[src/rtl/gb_csr_bank.sv]
// gb_csr_bank: ghostbus CSR block with NREG control registers (optional
// self-clear), one host RAM with a fabric read port, and a read-return
// pipeline of RD_LAT cycles.
// Optional build macro GB_CSR_BANK_ERR_EN adds a saturating unmapped-access
// counter at relative address NREG; without it that address reads 0.
module gb_csr_bank #(
    parameter int unsigned           AW       = 24,
    parameter int unsigned           DW       = 32,
    parameter int unsigned           GW       = 8,
    parameter int unsigned           NREG     = 4,
    parameter logic [NREG*GW-1:0]    INIT     = '0,
    parameter logic [NREG-1:0]       SC_MASK  = '0,
    parameter int unsigned           RW       = 4,
    parameter int unsigned           RD       = 8,
    parameter int unsigned           RAM_BASE = 'h40,
    parameter int unsigned           RD_LAT   = 1
) (
    input  logic                     clk,
    input  logic                     rst,
    input  logic [AW-1:0]            GBPORT_addr,
    input  logic [DW-1:0]            GBPORT_dout,
    output logic [DW-1:0]            GBPORT_din,
    input  logic                     GBPORT_we,
    input  logic                     GBPORT_wstb,
    input  logic                     GBPORT_rstb,
    output logic [NREG*GW-1:0]       reg_q,
    output logic [NREG-1:0]          wr_pulse,
    input  logic [$clog2(RD)-1:0]    ram_raddr,
    output logic [RW-1:0]            ram_rdata,
    output logic                     rd_valid
);

    localparam int unsigned RAW = $clog2(RD);

    logic [NREG*GW-1:0] regs_q, regs_d;
    logic [NREG-1:0]    wr_pulse_q, wr_pulse_d;
    logic [RW-1:0]      ram_rdata_q, ram_rdata_d;
    logic [RD_LAT-1:0]  vld_q, vld_d;
    logic [DW-1:0]      dat_q [RD_LAT];
    logic [DW-1:0]      dat_d [RD_LAT];
    logic [RW-1:0]      mem [RD];

    logic               wr_en;
    logic               hit_reg;
    logic               hit_ram;
    logic [RAW-1:0]     ram_idx;
    logic [DW-1:0]      rd_data_c;
    logic               unused_dout;

    // Only the low GW/RW bits of write data are stored.
    assign unused_dout = ^GBPORT_dout;

    // Address decode shared by the write and read paths.
    always_comb begin
        wr_en   = GBPORT_we & GBPORT_wstb;
        hit_reg = GBPORT_addr < AW'(NREG);
        hit_ram = (GBPORT_addr >= AW'(RAM_BASE)) && (GBPORT_addr <= AW'(RAM_BASE + RD - 1));
        ram_idx = GBPORT_addr[RAW-1:0];
    end

`ifdef GB_CSR_BANK_ERR_EN
    logic [15:0] err_cnt_q, err_cnt_d;
    logic        hit_err;
    logic        unmapped;

    // Unmapped-access counter; a write to its address clears it and beats a same-cycle increment.
    always_comb begin
        hit_err   = GBPORT_addr == AW'(NREG);
        unmapped  = (wr_en | GBPORT_rstb) & ~hit_reg & ~hit_ram & ~hit_err;
        err_cnt_d = err_cnt_q;
        if (wr_en && hit_err)
            err_cnt_d = '0;
        else if (unmapped && (err_cnt_q != 16'hFFFF))
            err_cnt_d = err_cnt_q + 16'd1;
    end

    // Counter register.
    always_ff @(posedge clk or posedge rst) begin
        if (rst) err_cnt_q <= '0;
        else     err_cnt_q <= err_cnt_d;
    end
`endif

    // Register writes and self-clear; a new write wins over the clear of the previous one.
    always_comb begin
        regs_d     = regs_q;
        wr_pulse_d = '0;
        for (int i = 0; i < int'(NREG); i++) begin
            if (SC_MASK[i] && wr_pulse_q[i])
                regs_d[i*GW +: GW] = '0;
            if (wr_en && (GBPORT_addr == AW'(i))) begin
                regs_d[i*GW +: GW] = GBPORT_dout[GW-1:0];
                wr_pulse_d[i]      = 1'b1;
            end
        end
    end

    // Read mux sees pre-write state, giving read-before-write on a same-cycle collision.
    always_comb begin
        rd_data_c = '0;
        for (int i = 0; i < int'(NREG); i++) begin
            if (GBPORT_addr == AW'(i))
                rd_data_c[GW-1:0] = regs_q[i*GW +: GW];
        end
        if (hit_ram)
            rd_data_c[RW-1:0] = mem[ram_idx];
`ifdef GB_CSR_BANK_ERR_EN
        if (hit_err)
            rd_data_c[15:0] = err_cnt_q;
`endif
    end

    // Read pipeline: each stage loads only when a valid read passes, so the last stage holds GBPORT_din.
    always_comb begin
        vld_d    = '0;
        dat_d    = dat_q;
        vld_d[0] = GBPORT_rstb;
        if (GBPORT_rstb)
            dat_d[0] = rd_data_c;
        for (int k = 1; k < int'(RD_LAT); k++) begin
            vld_d[k] = vld_q[k-1];
            if (vld_q[k-1])
                dat_d[k] = dat_q[k-1];
        end
        ram_rdata_d = mem[ram_raddr];
    end

    // Control state registers; reset flushes in-flight reads.
    always_ff @(posedge clk or posedge rst) begin
        if (rst) begin
            regs_q      <= INIT;
            wr_pulse_q  <= '0;
            ram_rdata_q <= '0;
            vld_q       <= '0;
            for (int k = 0; k < int'(RD_LAT); k++)
                dat_q[k] <= '0;
        end else begin
            regs_q      <= regs_d;
            wr_pulse_q  <= wr_pulse_d;
            ram_rdata_q <= ram_rdata_d;
            vld_q       <= vld_d;
            dat_q       <= dat_d;
        end
    end

    // RAM storage, not reset.
    always_ff @(posedge clk) begin
        if (wr_en && hit_ram)
            mem[ram_idx] <= GBPORT_dout[RW-1:0];
    end

    assign reg_q      = regs_q;
    assign wr_pulse   = wr_pulse_q;
    assign ram_rdata  = ram_rdata_q;
    assign GBPORT_din = dat_q[RD_LAT-1];
    assign rd_valid   = vld_q[RD_LAT-1];

endmodule

[config.mk]
export PLATFORM = sky130hd
export DESIGN_NAME = gb_csr_bank
export DESIGN_NICKNAME = d
export VERILOG_FILES = /design/src/rtl/gb_csr_bank.sv
export SDC_FILE = /design/constraint.sdc
export NUM_CORES = 1
export LEC_CHECK = 0
export ABC_CLOCK_PERIOD_IN_PS = 1900
export BUFFER_PORTS_ARGS = -buffer_cell sky130_fd_sc_hd__buf_4
export CAP_MARGIN = 25
export CORE_UTILIZATION = 45
export CTS_BUF_LIST = sky130_fd_sc_hd__clkbuf_16
export CTS_CLUSTER_SIZE = 24
export DETAILED_ROUTE_END_ITERATION = 8
export PLACE_DENSITY = 0.72
export REMOVE_ABC_BUFFERS = 1
export SYNTH_ARGS = -nofsm -noshare
export SYNTH_HDL_FRONTEND = slang
export SYNTH_SLANG_ARGS = --single-unit
[constraint.sdc]
create_clock -name clk -period 1.9 [get_ports clk]
set_input_delay 0.57 -clock clk [delete_from_list [all_inputs] [get_ports clk]]
set_output_delay 0.57 -clock clk [all_outputs]
set_load 0.1 [all_outputs]
* Word level (Yosys, flattened, before mapping)
Memory sizes are Yosys's and may differ from the RTL's. A register that Yosys moved wholly into a read port is not among the register bits.
Cells that the tools add are included.
** Operators by class
- Order comparisons :: 2
- Equality and inequality tests :: 3
- Muxes and demuxes :: 11
- Bitwise operators :: 1
- Reductions and logical operators :: 7
** Operators with widths (number)
- 24-bit by 2-bit equality test with 1-bit output, second input constant :: 2
- 8-bit two-way mux :: 4
- 24-bit by 1-bit equality test with 1-bit output, second input constant :: 1
- 24-bit by 7-bit >= comparator with 1-bit output, second input constant :: 1
- 24-bit by 7-bit <= comparator with 1-bit output, second input constant :: 1
- 24-bit zero test :: 1
- 1-bit logical AND :: 6
- 1-bit two-way mux :: 6
- 4-bit two-way mux :: 1
- 1-bit AND :: 1
** Word-level totals
- Register bits after elaboration :: 45
- Bits in writable memories :: 32
- Input bits :: 64
- Output and inout bits :: 73
- Word-level logic and storage cells :: 32
- Memories :: 1
** Memory list
- mem :: words 8, width 4, rd ports 2, clocked after memory_dff 1, write ports 1, RTL line 41 : logic [RW-1:0] mem [RD];

* Depth between registers and ports, before layout
- Depth in word-level cells :: 6
- Mapped depth :: 7
- Mapped depth without buffers :: 5

* Worst setup path after synthesis
OpenSTA, ideal clock, no wires.
- Path type :: input to register
- From :: in GBPORT_addr[23]
- To :: reg regs_q[24] (netlist: reg_q[24])
- Setup time :: 126 ps
- Data arrival time :: 2426 ps
- Data required time :: 1774 ps
- Setup slack :: -652 ps
- Stages :: 6
- Path through :: nor4_1 > nand4_1 > or4b_1 > buf_2 > nor3_2 > mux2_2
** Between the ends
- Longest elaborated chain between the ends :: 2
** Ends and longest elaborated chain
- from (decl) :: RTL line 20 : input logic [AW-1:0] GBPORT_addr,
- 24-bit by 2-bit equality test with 1-bit output :: RTL line 91 : if (wr_en && (GBPORT_addr == AW'(i))) begin
- 1-bit logical AND :: RTL line 91
- to (signal assigned) :: RTL line 138 : regs_q <= regs_d;
- to (decl) :: RTL line 35 : logic [NREG*GW-1:0] regs_q, regs_d;
No other way between the ends.
A chain may end at the register's enable or synchronous reset.

* Worst setup path after layout
- From :: in GBPORT_addr[19]
- To :: reg regs_q[16] (netlist: reg_q[16])
Same word-level chain as after synthesis.

==> tab_implementation.tex <==
\begin{tabular}{lr}
\hline
Metric & Value \\
\hline
\multicolumn{2}{l}{\textbf{GRT}} \\
Pin count of the biggest net entering global routing & 34 \\
Vias in the first global route & 2730 \\
First-pass GRT wire length & approximately 15 mm \\
Initial antenna violation count & 0 \\
Total Routing Usage GR & 23.9\% \\
Remaining Overflow, GRT & 0 \\
\multicolumn{2}{l}{\textbf{Routing}} \\
Iteration-0 DRC Markers & 184 \\
Via-to-Cell Ratio & about 5.3 \\
Via total after detailed routing & around 2700 \\
DR pass1 iterations & 5 \\
Antenna-violating nets left & 0 \\
Number of remaining DRC errors & 0 \\
Wire length per cell & approximately 20 um \\
Final WL & about 9.8 mm \\
\multicolumn{2}{l}{\textbf{Critical path}} \\
Startpoint types & input pin \\
Class of the most critical setup path & input pin to flop \\
Largest stage delay on the critical path & roughly 570 ps \\
Worst Setup End Kind & flop \\
Worst-path fanout max & 8 \\
Data required time of the worst path & 2120 ps \\
Data arrival, critical path & between 2000 and 2500 ps \\
Slowest cell on the critical path & sky130\_fd\_sc\_hd\_\_or4b\_4 \\
CP cell instances & buf\_6 > nor4\_4 > nand4\_1 > or4b\_4 > buf\_4 > nor3\_4 > buf\_12 > mux2\_4 \\
\multicolumn{2}{l}{\textbf{Logic synthesis}} \\
Share of flip-flops with an asynchronous set or reset & 60.5\% \\
Post-synth top area share & 32.4\% \\
Synthesized area per cell & $\sim$14 sq um \\
Sequential fraction of the synthesis area & 57.7\% \\
Most area-consuming cells after synthesis & sky130\_fd\_sc\_hd\_\_dfrtp\_1, sky130\_fd\_sc\_hd\_\_edfxtp\_1, sky130\_fd\_sc\_hd\_\_mux2\_2 \\
Biggest area consumer among synthesized cells & sky130\_fd\_sc\_hd\_\_dfrtp\_1 \\
Synthesized flop and latch total & 81 \\
Most used flip-flop cell after synthesis & sky130\_fd\_sc\_hd\_\_dfrtp\_1 \\
Post-Synthesis Cells & 263 \\
Most frequent cells after synthesis & sky130\_fd\_sc\_hd\_\_dfrtp\_1, sky130\_fd\_sc\_hd\_\_mux2\_2, sky130\_fd\_sc\_hd\_\_edfxtp\_1 \\
Syn Std Cell Area & approximately 3800 sq um \\
Most common cell in the netlist & sky130\_fd\_sc\_hd\_\_dfrtp\_1 \\
Number of enable-type register cells in the synthesized netlist & 32 \\
Synthesis Warnings & 0 \\
Post-synthesis cell type count & 35 \\
\multicolumn{2}{l}{\textbf{Finish}} \\
Ratio of cells with drive above 1 in the final layout & between 50\% and 60\% \\
Final layout net count & around 450 \\
Final instance count without filler cells & between 400 and 500 \\
Core utilization of the finished layout & about two thirds \\
Layout Area Growth over Synthesis & 41.6\% \\
Final antenna diode count & 0 \\
\multicolumn{2}{l}{\textbf{Min path}} \\
Path type of the worst min-delay path & input pin to asynchronous set/reset pin \\
\multicolumn{2}{l}{\textbf{Placement}} \\
Hpwl dp & around 6.7 mm \\
Post-Place Worst Slack & -785 ps \\
Cell Count Post-Placement & 477 \\
Count of input and output buffers & between 80 and 90 \\
Final Wtd Congestion & 0.808 \\
\multicolumn{2}{l}{\textbf{Power}} \\
Maximum VDD drop & 535 uV \\
Leakage power total & $\sim$2.4 nW \\
Power Total & $\sim$4.4 mW \\
Power density normalized to cell area & between 800 and 900 nW/um\^{}2 \\
\multicolumn{2}{l}{\textbf{Timing}} \\
Setup slack of the critical path after layout & -331 ps \\
Number of max-slew violations in the final report & 0 \\
Fraction of the cycle the final worst path needs & 117\% \\
Maximum clock rate & about 450 MHz \\
Min cycle time layout & 2230 ps \\
Unrepaired setup endpoints after global routing & yes \\
Transition at the pin with the smallest max-transition slack & 477 ps \\
Headroom to the max-slew limit & 67.4\% \\
Final Hold Slack & between 200 and 250 ps \\
Finish-stage setup viols & between 40 and 50 \\
Post-Route Skew & between 5 and 6 ps \\
Fin. Hold Viols & 0 \\
\multicolumn{2}{l}{\textbf{Clocking}} \\
Cts bufs inserted & 9 \\
Clock tree from TritonCTS & built \\
Clock H-tree levels & 3 \\
Clock transition time at the flip-flop clock pins of the worst setup and hold paths & around 60 ps \\
Buffer levels on the longest clock path & 2 \\
Worst skew pair latency & about 340 ps \\
Clock net sink count & about 80 \\
Total of hold buffers inserted after clock tree synthesis & 0 \\
Clock root buffer & sky130\_fd\_sc\_hd\_\_clkbuf\_16 \\
\multicolumn{2}{l}{\textbf{Die}} \\
Horizontal die dimension & about 94 um \\
Number of primary I/O pins & around 140 \\
Die Footprint & a little under 9000 sq um \\
Initial Utilization & approximately 46\% \\
Floorplan core area & 8180 sq um \\
Die outline height & $\sim$94 um \\
FP Rows & 33 \\
\multicolumn{2}{l}{\textbf{Run status}} \\
Outcome & finished with violations \\
Violations in the final reports & negative setup slack \\
\multicolumn{2}{l}{\textbf{Flow run}} \\
Maximum capacitance violations & 0 \\
\hline
\end{tabular}
[timing repair]
item / in CTS / in global routing
endpoints found under the setup margin: 64 / 75
pin swaps: 14 / 10
setup buffers: 3 / 5
resized for setup: 50 / 11
[state kept, by name (all words and copies together), names as in the netlist]
register / flops
GBPORT_din: 8
mem: 32
ram_rdata: 4
rd_valid: 1
reg_q: 32
wr_pulse: 4
[path summary, 6_finish.rpt]
path / start / endpoint / slack, ps / depth (start not counted)
max: GBPORT_addr[19] / reg_q[16]$_DFFE_PP0P_ / -330 / 8
min: rst / ram_rdata[1]$_DFF_PP0_ / 240 / 2
max reg2reg: mem[0][2]$_DFFE_PP_ / GBPORT_din[2]$_DFFE_PP0P_ / 400 / 5
min reg2reg: GBPORT_din[4]$_DFFE_PP0P_ / GBPORT_din[4]$_DFFE_PP0P_ / 530 / 2
max in group asynchronous: rst / reg_q[21]$_DFFE_PP0P_ / 1140 / 3
min in group clk: GBPORT_rstb / rd_valid$_DFF_PP0_ / 480 / 1
[layer usage]
layer,wire length [um],vias to the layer above,GRT usage (%)
met5,0,-,0
met4,144,0,7.18
met3,635,17,6.63
met2,4970,110,39.3
met1,4050,1333,30.8
li1,-,1193,-
[cell families (layout without fill, tap and decap cells)]
group / Yosys count / after routing / share of synthesized area [%]
buffers and inverters: 44 / 151 / 6.77
and+or+nand+nor: 57 / 57 / 8.62
AOI/OAI and AO/OA: 20 / 20 / 3.70
muxes: 60 / 60 / 23.1
DFF: 81 / 81 / 57.7
other: 1 / 24 / 0.0990
[final cells by class]
type | count | area [sq um]
Timing Repair Buffer | 127 | 1040
Sequential cell | 81 | 2190
Tap cell | 105 | 131
Clock buffer | 9 | 225
Clock inverter | 7 | 116
Fill cell | 584 | 2810
Inverter | 8 | 30.0
Multi-Input combinational cell | 161 | 1640
[where the power goes]
part,leakage (nW),internal (mW),switching [mW]
Combinational,1.25,0.146,0.439
Clock,0.167,1.28,0.697
Sequential,0.958,1.83,0.00386
Total,2.38,3.26,1.14
[critical path, delay by kind of cell]
kind,cells,cell delay [ps]
AND/OR/NAND/NOR,4,1120
buffers and inverters,3,440
multiplexers,1,300
[through the flow]
step                setup TNS (ps)  cell area (sq um)
floorplan                   -24870               3650
global placement            -40060               4730
detailed placement          -41520               4730
CTS                          -9720               5310
global route                -17430               5360
finish                      -10070               5360
[placed cells by master, fill, tap and decap left out, drive strengths merged, types with 3 or more instances in the layout]
cell type | Yosys | routed
inv | 8 | 9
dfrtp | 49 | 49
nor2b | 3 | 3
nand3 | 7 | 7
a31oi | 3 | 3
mux2i | 3 | 3
mux4 | 18 | 18
bufinv | 0 | 3
nor2 | 12 | 12
conb | 1 | 24
o21ai | 5 | 5
nor4 | 6 | 6
buf | 31 | 127
nor3 | 7 | 7
nand4 | 3 | 3
o22ai | 3 | 3
mux2 | 39 | 39
nand2 | 15 | 15
clkinv | 0 | 3
edfxtp | 32 | 32
clkbuf | 5 | 9
Note: power is estimated with default switching activity, not from simulation.
